==> src/rtl/wide_mult_result_serializer.sv <==
// Captures 256-bit signed results from a fixed-latency pipelined multiplier,
// queues them with an 8-bit sequence tag, and streams each result out as four
// 64-bit beats (least-significant word first) over a valid/ready handshake.
// DEPTH must be a power of two between 2 and 16 so that the pointers wrap
// naturally and fifo_count fits in 5 bits.
module wide_mult_result_serializer #(
  parameter int LATENCY = 7,
  parameter int DEPTH   = 8
) (
  input  logic         clock,
  input  logic         resetn,
  input  logic         start,
  input  logic [255:0] return_val,
  input  logic         clear,
  output logic [63:0]  out_data,
  output logic         out_valid,
  input  logic         out_ready,
  output logic         out_last,
  output logic [7:0]   out_tag,
  output logic [4:0]   fifo_count,
  output logic         overflow
);

  localparam int PW = $clog2(DEPTH);

  logic [LATENCY-1:0] tracker;
  logic [LATENCY-1:0] tracker_next;
  logic               capture;
  logic [263:0]       mem [DEPTH];
  logic [PW-1:0]      wr_ptr;
  logic [PW-1:0]      rd_ptr;
  logic [1:0]         beat;
  logic [7:0]         seq;
  logic [263:0]       head;
  logic [63:0]        word;
  logic               full;
  logic               pop;
  logic               wr_en;
  logic               drop;

  // Issue tracker: a start bit reaches the top stage LATENCY edges later,
  // which is the edge at which return_val carries that product.
  generate
    if (LATENCY > 1) begin : g_shift
      assign tracker_next = {tracker[LATENCY-2:0], start};
    end else begin : g_single
      assign tracker_next = start;
    end
  endgenerate

  assign capture = tracker[LATENCY-1];
  assign full    = (fifo_count == 5'(DEPTH));
  assign pop     = out_valid & out_ready & (beat == 2'd3);
  // A full FIFO can still accept a capture if the head leaves at the same edge.
  assign wr_en   = capture & (~full | pop);
  assign drop    = capture & full & ~pop;

  // Control state: tracker, pointers, beat, sequence, occupancy, overflow.
  always_ff @(posedge clock or negedge resetn) begin
    if (!resetn) begin
      tracker    <= '0;
      wr_ptr     <= '0;
      rd_ptr     <= '0;
      beat       <= 2'd0;
      seq        <= 8'd0;
      fifo_count <= 5'd0;
      overflow   <= 1'b0;
    end else if (clear) begin
      tracker    <= '0;
      wr_ptr     <= '0;
      rd_ptr     <= '0;
      beat       <= 2'd0;
      seq        <= 8'd0;
      fifo_count <= 5'd0;
      overflow   <= 1'b0;
    end else begin
      tracker <= tracker_next;
      if (capture) seq <= seq + 8'd1;
      if (wr_en) wr_ptr <= wr_ptr + 1'b1;
      if (pop) rd_ptr <= rd_ptr + 1'b1;
      if (out_valid && out_ready) beat <= beat + 2'd1;
      if (wr_en && !pop) fifo_count <= fifo_count + 5'd1;
      else if (pop && !wr_en) fifo_count <= fifo_count - 5'd1;
      if (drop) overflow <= 1'b1;
    end
  end

  // Result storage: {result, tag} per entry; contents need no reset since
  // occupancy alone decides what is visible.
  always_ff @(posedge clock) begin
    if (wr_en && !clear) mem[wr_ptr] <= {return_val, seq};
  end

  assign head = mem[rd_ptr];

  // Select the 64-bit word of the head entry addressed by the beat counter.
  always_comb begin
    word = 64'd0;
    case (beat)
      2'd0: word = head[71:8];
      2'd1: word = head[135:72];
      2'd2: word = head[199:136];
      2'd3: word = head[263:200];
      default: word = 64'd0;
    endcase
  end

  assign out_valid = (fifo_count != 5'd0);
  assign out_data  = out_valid ? word : 64'd0;
  assign out_last  = out_valid & (beat == 2'd3);
  assign out_tag   = out_valid ? head[7:0] : 8'd0;

endmodule

==> config.mk <==
export PLATFORM = sky130hd
export DESIGN_NAME = wide_mult_result_serializer
export DESIGN_NICKNAME = d
export VERILOG_FILES = /design/src/rtl/wide_mult_result_serializer.sv
export SDC_FILE = /design/constraint.sdc
export NUM_CORES = 2
export LEC_CHECK = 0
export CAP_MARGIN = 10
export CORE_MARGIN = 2
export CORE_UTILIZATION = 54
export DETAILED_ROUTE_END_ITERATION = 10
export PLACE_DENSITY = 0.81
export REMOVE_ABC_BUFFERS = 1
export SLEW_MARGIN = 5
export SYNTH_ARGS = -nofsm -noshare
export SYNTH_HDL_FRONTEND = slang
export SYNTH_SLANG_ARGS = --single-unit
==> constraint.sdc <==
create_clock -name clock -period 19.75 [get_ports clock]
set_input_delay 1.975 -clock clock [delete_from_list [all_inputs] [get_ports clock]]
set_output_delay 1.975 -clock clock [all_outputs]
set_load 0.03 [all_outputs]
==> qor.txt <==
Worst Path Class, Setup: reg -> out
Max clock buf depth: 3
Synth top area share: 77.7%
share of cells above drive strength 1: 20.1%
yosys warns: 0
Crit-path slowest cell: dfrtp_4
Max-cap violations: 0
Hold Buf Count CTS: 0
Leak Pwr: 28.2 nW
DP Wirelength: 95,200 um
complex-gate fraction of the synthesized area: 3.50%
hold_ws: 0.469 ns
Worst slew margin: 22.9%
Post-route DRC: 0
CP arrival: 6.31 ns
pwr dens: 102 nW/um2
WL/cell: 30.0 um
Register-to-Register Path Depth: 8
first-pass GRT wire length: 272,000 um
post-synth top area cell: edfxtp_1
RePlAce Congestion: 0.736
GR Util All Layers: 24.2%
area growth from synthesis to layout: 14.8%
total clock sinks: 2,141
GRT overflow: 0
Crit Path Max Fanout: 129
WP data required: 17.77 ns
Worst-Margin Slew: 1.16 ns
Worst-path clk slew: 0.06 ns
Yosys reg bits: 2,141
Post-synth EDFFs: 2,112
IO buf count: 340
die width: 393 um
drt pass-1 iters: 5
Critical path destination: out_data[41]
Pwr Total: 0.00961 W
Crit Reg-Reg Endpoint: mem[7][241]$_DFFE_PP_
initial drt markers: 4,302
final setup skew: 0.0352 ns
io pins: 341
antenna viol nets, final: 0
site row count: 142
period utilisation layout: 41.9%
ys async rst share: 1.35%
cell chain of the critical path: buf_4 > buf_12 > buf_4 > mux4_2 > nor2_1 > a21oi_1 > a221oi_1 > a221oi_1 > buf_4 > clkdlybuf4s50_1
mapped cell area: 81,700 um2
Layout Utilization: 62.5%
multiplexer share of the synthesized area: 15.4%
area of the die: 154,000 um2
Synth cell types: 48
Fmax: 121 MHz
Primary FF master, synth: edfxtp_1
Critical Path End Type: output pin
RSZ-0062 raised after global routing: no
wirelength, routed: 186,000 um
status: finished clean
Vias/cell: 6.39
top post-synthesis cells by area: edfxtp_1, mux4_2, mux2i_1
RR Startpoint: beat[1]$_DFFE_PN0P_
Worst setup startpoint: rd_ptr[1]$_DFFE_PN0P_
adder-cell area share of the yosys netlist: 0.193%
Final setup viols: 0
die extent in y: 393 um
Final Hold Vio Count: 0
total core area: 150,000 um2
TNS Setup: 0 ns
startpoint types: flop
R2R Setup Slk: 14.30 ns
largest net degree at the start of global routing: 135
Num CTS Buffers: 203
VDD IR max: 0.0892 mV
Clock Root Buffer: clkbuf_16
routed vias: 39,700
syn avg cell area: 22.8 um2
Seq/Total Area, Yosys: 78.5%
antenna violations before repair: 41
Max Slew Vio Count: 0
Synth Area in XOR/XNOR: 0.139%
H-tree depth: 4
crit-path max cell delay: 0.79 ns
CTS tree: yes
worst hold path class: reg -> reg
clk_lat worst skew: 0.86 ns
largest family of logic cells by synthesized area: multiplexers
Tmin final: 8.28 ns
CP dominant cell by count: buf_4
Synth Area in Simple Gates: 0.823%
Nets: 4,261
vias in the first global route: 41,500
cell count after synthesis: 3,579
Starting Density: 54.5%
CTS resizes: 0
setup bufs post-CTS: 0
==> worst min-delay path by stage <==
stage	start	to	slack [ns]	cells after the start
after CTS	tracker[3]$_DFF_PN0_	tracker[4]$_DFF_PN0_	0.47	1
final	tracker[1]$_DFF_PN0_	tracker[2]$_DFF_PN0_	0.47	1
after global placement	tracker[5]$_DFF_PN0_	tracker[6]$_DFF_PN0_	0.45	1
after detailed placement	tracker[3]$_DFF_PN0_	tracker[4]$_DFF_PN0_	0.45	1
after global routing	tracker[3]$_DFF_PN0_	tracker[4]$_DFF_PN0_	0.49	1
after floorplan	tracker[0]$_DFF_PN0_	tracker[1]$_DFF_PN0_	0.44	1
==> routing by layer <==
layer / track usage, % / routed length, um / vias up / part of all wire (%)
met5: 0 / 332 / - / 0.18
met4: 7.27 / 4130 / 44 / 2.2
met3: 5.66 / 18400 / 319 / 9.9
met2: 39.3 / 92900 / 2259 / 50
met1: 32.9 / 70300 / 20900 / 38
li1: - / - / 16100 / -
==> sequential cells by signal (all words and copies together), names as in the netlist <==
signal and cells:
mem 2112, tracker 7, seq 8, fifo_count 5, beat 2, rd_ptr 3, wr_ptr 3, overflow 1
==> layout make-up <==
class | count | area (um2)
clock buffer | 261 | 5350
timing repair buffer | 411 | 4070
tap | 2016 | 2520
inverter | 5 | 21.3
antenna | 29 | 72.6
sequential | 2141 | 64200
multi-input combinational | 1226 | 16500
fill | 9696 | 56200
clock inverter | 113 | 1080
==> through the flow <==
step / setup WS, ns / std cells / cell area [um2]
final: 11.47 / 6202 / 93800
after floorplan: -2.16 / 3372 / 80500
after CTS: 11.49 / 6173 / 93700
after global routing: 11.28 / 6187 / 93700
after global placement: 12.38 / 5799 / 87300
after detailed placement: 12.42 / 5799 / 87300
==> critical path, delay by kind of cell (launching register included) <==
kind	cells	cell delay [ns]
buffers and inverters	5	3.04
AO/OA/AOI/OAI	3	1.02
flip-flops	1	0.79
multiplexers	1	0.35
AND/OR/NAND/NOR	1	0.05
==> placed cells by master, fill, tap and decap left out, types with 5 or more instances in the layout <==
master,Yosys,routed
clkinv_2,0,27
edfxtp_1,2112,2112
bufinv_16,0,10
a22oi_1,6,6
a31oi_1,7,7
mux2_2,7,7
xnor2_1,5,5
nor2b_1,10,8
a21boi_1,37,37
clkbuf_16,0,205
mux4_2,471,471
ha_1,11,9
nand2_1,13,13
a21oi_1,120,120
nor2_4,0,6
clkdlybuf4s50_1,0,340
buf_4,40,60
clkbuf_1,69,55
nor2_1,94,88
diode_2,0,29
a21boi_0,20,20
a221oi_1,129,129
a22o_1,58,58
dfrtp_1,29,26
nand4_1,5,5
clkinv_16,0,12
clkinv_1,0,55
mux2i_1,189,189
xor2_1,8,8
buf_12,0,11
==> synthesized netlist by cell type, types with 10 or more instances <==
cell and count:
a21boi_0 20, mux4_2 471, nor2_1 94, nand2_1 13, buf_4 40, ha_1 11
a221oi_1 129, nor2b_1 10, edfxtp_1 2112, a21boi_1 37, buf_2 79, a21oi_1 120
dfrtp_1 29, buf_6 12, a22o_1 58, clkbuf_1 69, mux2i_1 189
==> where the power goes <==
group          total (W)  switching [W]  leakage [nW]  internal [W]
Combinational   0.000881       0.000568          5.72      0.000312
Clock            0.00372        0.00167          3.10       0.00206
Sequential       0.00500      0.0000103          19.4       0.00499
==> logic make-up after synthesis <==
family	after synthesis
xor+xnor	13
buf+inv	212
mux	667
fa+ha+maj	12
flops	2141
compound gates	387
simple gates	147
Note: power is estimated with default switching activity, not from simulation.
